File: config.mk
export PLATFORM = sky130hd
export DESIGN_NAME = dmem_arbiter
export DESIGN_NICKNAME = d
export VERILOG_FILES = /design/src/rtl/dmem_arb_pkg.sv /design/src/rtl/rr_pick2.sv /design/src/rtl/dmem_arbiter.sv
export SDC_FILE = /design/constraint.sdc
export NUM_CORES = 1
export LEC_CHECK = 0
export BUFFER_PORTS_ARGS = -buffer_cell sky130_fd_sc_hd__buf_4
export CAP_MARGIN = 20
export CORE_AREA = 3 3 105 107
export CTS_CLUSTER_DIAMETER = 40
export DETAILED_ROUTE_END_ITERATION = 16
export DIE_AREA = 0 0 108 110
export PLACE_DENSITY = 0.58
export SLEW_MARGIN = 20
export SYNTH_ARGS = -nofsm -noshare
export SYNTH_HDL_FRONTEND = slang
export SYNTH_SLANG_ARGS = --single-unit
File: constraint.sdc
create_clock -name clk_i -period 3.9 [get_ports clk_i]
set_clock_uncertainty 0.1 [all_clocks]
set_input_delay 0.585 -clock clk_i [delete_from_list [all_inputs] [get_ports clk_i]]
set_output_delay 0.585 -clock clk_i [all_outputs]
set_load 0.05 [all_outputs]
File: src/rtl/dmem_arb_pkg.sv
// Shared types and constants for the data-memory arbiter.
package dmem_arb_pkg;

    // Bus ownership. OWN_CORE is also used to record the last core grant.
    typedef enum logic [1:0] {
        OWN_NONE   = 2'd0,
        OWN_CORE   = 2'd1,
        OWN_LOADER = 2'd2
    } owner_t;

    // Default number of consecutive locked loader grants before the core may force a release
    localparam int unsigned DMEM_MAX_HOLD = 8;

    // Width of the hold counter
    localparam int unsigned HOLD_WIDTH = 8;

    // Saturating increment so a long uncontested lock never wraps back below the limit
    function automatic logic [HOLD_WIDTH-1:0] hold_inc(input logic [HOLD_WIDTH-1:0] cnt);
        logic [HOLD_WIDTH-1:0] res;
        res = (cnt == {HOLD_WIDTH{1'b1}}) ? cnt : cnt + 1'b1;
        return res;
    endfunction

endpackage

File: src/rtl/rr_pick2.sv
// Two-way round-robin selector. Index 0 is the core, index 1 the loader.
// last_i=1 means the loader held the previous grant, so the core wins a tie.
module rr_pick2 (
    input  logic [1:0] req_i,
    input  logic       last_i,
    output logic [1:0] gnt_o
);

    // One-hot grant: a lone requester always wins, a tie goes to whoever was not last
    always_comb begin
        gnt_o = 2'b00;
        case (req_i)
            2'b01:   gnt_o = 2'b01;
            2'b10:   gnt_o = 2'b10;
            2'b11:   gnt_o = last_i ? 2'b01 : 2'b10;
            default: gnt_o = 2'b00;
        endcase
    end

endmodule

File: src/rtl/dmem_arbiter.sv
// Data-memory port arbiter between the core load/store path and a loader/debug master.
// Grants are combinational; a granted access completes in the same cycle and read data
// is returned from a register one cycle later.
module dmem_arbiter
    import dmem_arb_pkg::*;
#(
    parameter int unsigned ADDR_WIDTH = 32,
    parameter int unsigned DATA_WIDTH = 32,
    parameter int unsigned CTRL_WIDTH = 3,
    parameter int unsigned MAX_HOLD   = DMEM_MAX_HOLD
) (
    input  logic                  clk_i,
    input  logic                  rst_i,

    input  logic                  c_req_i,
    input  logic                  c_we_i,
    input  logic [ADDR_WIDTH-1:0] c_addr_i,
    input  logic [DATA_WIDTH-1:0] c_wdata_i,
    input  logic [CTRL_WIDTH-1:0] c_ctrl_i,
    output logic                  c_gnt_o,
    output logic                  c_stall_o,

    input  logic                  l_req_i,
    input  logic                  l_lock_i,
    input  logic                  l_we_i,
    input  logic [ADDR_WIDTH-1:0] l_addr_i,
    input  logic [DATA_WIDTH-1:0] l_wdata_i,
    input  logic [CTRL_WIDTH-1:0] l_ctrl_i,
    output logic                  l_gnt_o,

    output logic [DATA_WIDTH-1:0] rdata_o,
    output logic                  c_rvalid_o,
    output logic                  l_rvalid_o,

    output logic [ADDR_WIDTH-1:0] mem_addr_o,
    output logic [DATA_WIDTH-1:0] mem_wdata_o,
    output logic                  mem_we_o,
    output logic [CTRL_WIDTH-1:0] mem_ctrl_o,
    input  logic [DATA_WIDTH-1:0] mem_rdata_i
);

    localparam logic [HOLD_WIDTH-1:0] MaxHold = HOLD_WIDTH'(MAX_HOLD);

    owner_t                owner_q, owner_d;
    owner_t                last_q, last_d;
    logic [HOLD_WIDTH-1:0] hold_q, hold_d;

    logic [DATA_WIDTH-1:0] rdata_q;
    logic                  c_rvalid_q;
    logic                  l_rvalid_q;

    logic                  c_gnt;
    logic                  l_gnt;
    logic                  lock_keep;
    logic                  hold_done;
    logic [1:0]            rr_req;
    logic [1:0]            rr_gnt;

    // Round-robin between the two masters whenever no lock is being honoured
    assign rr_req = {l_req_i, c_req_i};

    rr_pick2 u_pick (
        .req_i  (rr_req),
        .last_i (last_q == OWN_LOADER),
        .gnt_o  (rr_gnt)
    );

    // The lock survives while the loader keeps asking for it, unless the hold budget is
    // spent and the core is waiting. Every locked grant records the loader as last, so on
    // any release the core wins the tie; that alone keeps the loader out until the core
    // has had its grant after a forced release.
    assign hold_done = (hold_q >= MaxHold);
    assign lock_keep = (owner_q == OWN_LOADER) && l_req_i && l_lock_i && !(hold_done && c_req_i);

    // State register: ownership, round-robin pointer and hold counter
    always_ff @(posedge clk_i or posedge rst_i) begin
        if (rst_i) begin
            owner_q <= OWN_NONE;
            last_q  <= OWN_LOADER;
            hold_q  <= '0;
        end else begin
            owner_q <= owner_d;
            last_q  <= last_d;
            hold_q  <= hold_d;
        end
    end

    // Next state: a granted locking loader takes (or keeps) the bus, anything else frees it
    always_comb begin
        owner_d = OWN_NONE;
        last_d  = last_q;
        hold_d  = '0;

        if (c_gnt) begin
            last_d = OWN_CORE;
        end else if (l_gnt) begin
            last_d = OWN_LOADER;
        end

        if (l_gnt && l_lock_i) begin
            owner_d = OWN_LOADER;
            // The acquiring grant counts as the first held grant
            hold_d  = lock_keep ? hold_inc(hold_q) : HOLD_WIDTH'(1);
        end
    end

    // Grant decode: held lock first, otherwise round-robin; nothing is granted in reset
    always_comb begin
        c_gnt = 1'b0;
        l_gnt = 1'b0;
        if (!rst_i) begin
            if (lock_keep) begin
                l_gnt = 1'b1;
            end else begin
                c_gnt = rr_gnt[0];
                l_gnt = rr_gnt[1];
            end
        end
    end

    // Memory port mux: route the granted master, drive zeros when idle
    always_comb begin
        mem_addr_o  = '0;
        mem_wdata_o = '0;
        mem_we_o    = 1'b0;
        mem_ctrl_o  = '0;
        if (c_gnt) begin
            mem_addr_o  = c_addr_i;
            mem_wdata_o = c_wdata_i;
            mem_we_o    = c_we_i;
            mem_ctrl_o  = c_ctrl_i;
        end else if (l_gnt) begin
            mem_addr_o  = l_addr_i;
            mem_wdata_o = l_wdata_i;
            mem_we_o    = l_we_i;
            mem_ctrl_o  = l_ctrl_i;
        end
    end

    // Read return path: capture data on a granted read, tag it with its owner for one cycle
    always_ff @(posedge clk_i or posedge rst_i) begin
        if (rst_i) begin
            rdata_q    <= '0;
            c_rvalid_q <= 1'b0;
            l_rvalid_q <= 1'b0;
        end else begin
            c_rvalid_q <= c_gnt && !c_we_i;
            l_rvalid_q <= l_gnt && !l_we_i;
            if ((c_gnt && !c_we_i) || (l_gnt && !l_we_i)) begin
                rdata_q <= mem_rdata_i;
            end
        end
    end

    assign c_gnt_o    = c_gnt;
    assign l_gnt_o    = l_gnt;
    assign c_stall_o  = c_req_i && !c_gnt && !rst_i;
    assign rdata_o    = rdata_q;
    assign c_rvalid_o = c_rvalid_q;
    assign l_rvalid_o = l_rvalid_q;

endmodule

Word-level counts from Yosys, hierarchy flattened
Index checks and enable logic that the tools add are counted.
{ "totals": {"register_bits": 46, "elab_cells": 51, "out_inout_bits": 105, "input_bits": 173, "memories": 0, "latch_bits": 0, "mem_bits_ro": 0, "ramBits": 0} }
{ "classes": {"n_mul": 0, "n_div": 0, "reduce_logical": 16, "order_cmp": 1, "n_bitwise": 0, "n_shift": 0, "n_eq_ne": 7, "mux": 20, "add_sub_neg": 1} }
{ "op_table": {"columns": ["operator", "n"], "rows": [
  ["$mux 32", 4],
  ["$mux 8", 3],
  ["$logic_and 1x1->1", 9],
  ["$add 8x1->8 const B", 1],
  ["$eq 2x2->1 const B", 4],
  ["$eq 8x8->1 const B", 1],
  ["$ge 8x4->1 const B", 1],
  ["$mux 2", 4],
  ["$mux 1", 6],
  ["$mux 3", 2],
  ["$pmux 2 s3", 1],
  ["$logic_not 1->1", 5],
  ["$ne 3x3->1 const B", 1],
  ["$eq 2x1->1 const B", 1],
  ["$reduce_bool 2->1", 1],
  ["$logic_or 1x1->1", 1]
]} }

Longest topological paths before layout
{ "depth": {"ltp_word": 9, "ltp_mapped": 7} }

Cells and area by module
A second synthesis with hierarchy kept.
{ "unflattened": {"hier_cells": 230, "hier_area_um2": 2623.8} }
{ "modules_own_cells": {"columns": ["module", "area_per_inst_um2", "n_inst", "cells_each"], "rows": [
  ["dmem_arbiter", 2605.0, 1, 227],
  ["rr_pick2", 18.8, 1, 3]
]} }

Worst setup path before layout
No wires, ideal clock.
{ "synth_path": {"path_type": "input port to output port", "from": "input rst_i", "to": "output mem_addr_o[25]", "setup_slack_ns": 0.520, "path_buffers": 1, "stages": 4, "arrival_ns": 2.695, "required_time_ns": 3.215, "cell_sequence": "inv_1 > o21a_2 > buf_2 > a22o_1"} }
{ "synth_between": {"elab_chain_len": 3, "elab_cells_between_ends": 4, "classes_between": "mux: 4"} }
{ "synth_lines": {"columns": ["element", "line_no", "text"], "rows": [
  ["from (decl)", "dmem_arbiter.sv:13", "input logic rst_i,"],
  ["$mux 1", "dmem_arbiter.sv:111", "if (!rst_i) begin"],
  ["via l_gnt_o", "dmem_arbiter.sv:29", "output logic l_gnt_o,"],
  ["$mux 32", "dmem_arbiter.sv:132", "end else if (l_gnt) begin"],
  ["$mux 32", "dmem_arbiter.sv:127", "if (c_gnt) begin"],
  ["to (decl)", "dmem_arbiter.sv:35", "output logic [ADDR_WIDTH-1:0] mem_addr_o,"]
]} }
The timed path passes the listed nets, and every way through them passes these cells.

Worst setup path after layout
{ "layout_path": {"from": "register hold_q[3]", "to": "output mem_wdata_o[2]"} }
{ "layout_between": {"elab_chain_len": 8, "elab_cells_between_ends": 10, "classes_between": "order compare: 1; mux: 6; reduce/logical: 3"} }
{ "layout_lines": {"columns": ["element", "line_no", "text"], "rows": [
  ["from (decl)", "dmem_arbiter.sv:46", "logic [HOLD_WIDTH-1:0] hold_q, hold_d;"],
  ["from (signal assigned)", "dmem_arbiter.sv:84", "hold_q <= hold_d;"],
  ["$ge 8x4->1 *", "dmem_arbiter.sv:72", "assign hold_done = (hold_q >= MaxHold);"],
  ["$logic_and 1x1->1 *", "dmem_arbiter.sv:73", "assign lock_keep = (owner_q == OWN_LOADER) && l_req_i && l_lock_i && !(hold_done && c_req_i);"],
  ["$logic_not 1->1 *", "dmem_arbiter.sv:73", null],
  ["$logic_and 1x1->1 *", "dmem_arbiter.sv:73", null],
  ["$mux 1", "dmem_arbiter.sv:112", "if (lock_keep) begin"],
  ["$mux 1", "dmem_arbiter.sv:111", null],
  ["$mux 32", "dmem_arbiter.sv:132", null],
  ["$mux 32 *", "dmem_arbiter.sv:127", null],
  ["to (decl)", "dmem_arbiter.sv:36", "output logic [DATA_WIDTH-1:0] mem_wdata_o,"]
]} }
Every way passes the cells marked *; elsewhere a longest branch is shown, timed or not.

==> run metrics <==
status finished clean; Die ar. 0.0119 mm²; DR iter-0 viols between 150 and 200; DRC viols 0; PwrDens between 400 and 500 mW/mm²; CP required 3.21 ns; fraction of layout cells with a size suffix above 1 0.661; DP Area 0.00476 mm²; Sw Ratio 0.438; FF-to-FF End rdata_o[14]; CTS tree built; Skew-Pair Late Insertion Delay around 0.30 ns; Die Width around 110 µm; Clock Power Share 0.179; Slew @ Worst Pin 1.00 ns; antenna violations before repair 3; IO Pins 278; number of library cell types mapped by synthesis 32; GRT Residual Overflow 0; Sink Count 45; largest net degree at the start of global routing 55; final WL 12400 µm; Reg2Reg Depth 5; P_leak 0.00249 µW; worst reg2reg startpoint hold_q[3]; RSZ-0062 raised after global routing false; max-cap violations 0; Placer Congestion 0.790; Final Net Count 669; Max Slew Vio Count 0; routed len/inst 19.7 µm; Worst EP arrival 2.75 ns; internal reg-to-reg setup slack 1.16 ns; Setup Buffers After CTS 0; GRT Total Usage 0.184; cts bufs inserted 5; Initial Util 0.250; maximum vdd drop 0.248 mV; Hold Crit Class primary input to asynchronous set/reset pin; IO buf count ~280; Vias ~3000; Comb power frac 0.527; fraction of the cycle the final worst path needs 0.880; Flop pwr share 0.293; vias in the first global route 2850; cts hold-fix bufs 0; Layout area overhead 90.4%; post-cts resize count 0; Crit. End Element primary output; setup total negative slack 0 ns; Synthesis Warnings 0; Bufs on Longest Clock Path 2; Fin Hold WS 0.362 ns; syn nets 402; routed vias/inst ~4.7; Slew headroom 0.329; Post-Syn Area 0.00256 mm²; Cell Rows 37; critical-path maximum fanout 54; f_max 291 MHz; first-pass iteration count of the detailed router 4; H-tree Lvls 2; Yosys reg bits 45; Die Height approximately 110 µm; area of the core 0.0102 mm²; Syn Inst Count 227; mean area per synthesized cell 11.3 µm²; sw power ~890 µW; Final Setup Violations 0; Finished Cell Area a little under 0.005 mm²; clock root cell clkbuf_8; Final Hold Viols 0; DP HPWL ~10000 µm; first-pass GRT wire length 16500 µm; commonest non-fill, non-tap cell in the layout buf_4; crit path to mem_wdata_o[2]; CP startpoint kind register; Routed Antenna Nets 0; Final min period 3.43 ns; crit path kind register to primary output; Setup crit start hold_q[3]; Seq/Total Area, Yosys 0.440; most frequent cells in the layout 278 x buf_4, 68 x a22o_1, 44 x dfrtp_1; Internal 1140 µW; clock-pin slew on the worst setup and hold paths 0.10 ns
[power groups by stage]
stage	clock network, µW	registers [µW]	logic, µW
floorplan	0	890	381
global placement	0	600	1080
detailed placement	0	605	1080
CTS	382	597	1080
global route	399	607	1110
finish	364	596	1070
[sequential cells by signal (all words and copies together) (netlist names)]
signal      cells
c_rvalid_o      1
hold_q          8
l_rvalid_o      1
last_q          2
owner_q         1
rdata_o        32
[kinds of logic (layout without fill, tap and decap cells)]
| logic type | after synthesis | in the layout | share of synthesized area |
|---|---|---|---|
| AO/OA/AOI/OAI | 78 | 78 | 0.261 |
| flip-flops | 45 | 45 | 0.440 |
| AND/OR/NAND/NOR | 40 | 40 | 0.0826 |
| multiplexers | 32 | 32 | 0.141 |
| buffers and inverters | 26 | 294 | 0.0518 |
| XOR/XNOR | 4 | 4 | 0.0137 |
| adder cells (fa/ha/maj) | 2 | 2 | 0.00977 |
| other | 0 | 1 | 0 |
[cell usage after synthesis]
cell	count	area share
a22o_1	68	0.23
dfrtp_1	44	0.43
mux2_2	31	0.14
nor2_1	16	0.023
buf_2	10	0.020
clkbuf_1	7	0.010
inv_1	6	0.0088
nand3_1	5	0.0098
and2_1	3	0.0073
buf_6	3	0.013
nand2_1	3	0.0044
nand2b_1	3	0.0073
nand4_1	3	0.0073
o21ai_0	3	0.0059
xor2_1	3	0.010
ha_1	2	0.0098
o21a_1	2	0.0059
a211o_1	1	0.0034
a21oi_1	1	0.0020
a21oi_4	1	0.0064
dfstp_2	1	0.010
mux2_1	1	0.0044
nand4b_1	1	0.0034
nor2_2	1	0.0024
nor3_1	1	0.0020
nor3b_2	1	0.0049
o21a_2	1	0.0034
o21ai_1	1	0.0020
or3_1	1	0.0024
or3b_1	1	0.0034
or4_4	1	0.0044
xnor2_1	1	0.0034
[worst max-delay path, stage by stage (launching register included)]
cell     delay [ns]
dfrtp_1        0.45
or4_4          0.54
nor2_2         0.21
o21a_2         0.49
buf_12         0.30
a22o_1         0.22
buf_4          0.22
[worst min path at each step]
stage / from / endpoint / slack, ns / depth (start not counted)
after detailed placement: last_q[0] / last_q[0] / 0.38 / 2
after global routing: mem_rdata_i[23] / rdata_o[23] / 0.37 / 2
final: rst_i / l_rvalid_o / 0.36 / 3
after CTS: mem_rdata_i[23] / rdata_o[23] / 0.37 / 2
after global placement: last_q[1] / last_q[1] / 0.37 / 2
after floorplan: last_q[0] / last_q[0] / 0.36 / 2
[layout make-up]
type,count,area (µm²)
inverters,6,22.5
repair buffers,280,2130
multi-input cells,156,1310
diodes,1,2.50
well taps,136,170
clock inverters,3,48.8
flip-flops and latches,45,1130
clock buffers,5,68.8
fillers,986,5360
[through the flow]
step | power [µW] | util | cells | worst slack, ns
global route | 2120 | 0.476 | 631 | 0.356
global placement | 1670 | 0.465 | 623 | 0.819
finish | 2030 | 0.477 | 632 | 0.467
floorplan | 1270 | - | 227 | 0.520
detailed placement | 1680 | 0.465 | 623 | 0.788
CTS | 2060 | 0.476 | 631 | 0.441
[layer usage]
layer  vias to the layer above  GRT usage  wire, µm
met4                         6     0.0523       185
li1                       1389          -         -
met5                         -          0        32
met1                      1417      0.222      4830
met3                        17     0.0582      1170
met2                       127      0.316      6210
Note: power is estimated with default switching activity, not from simulation.
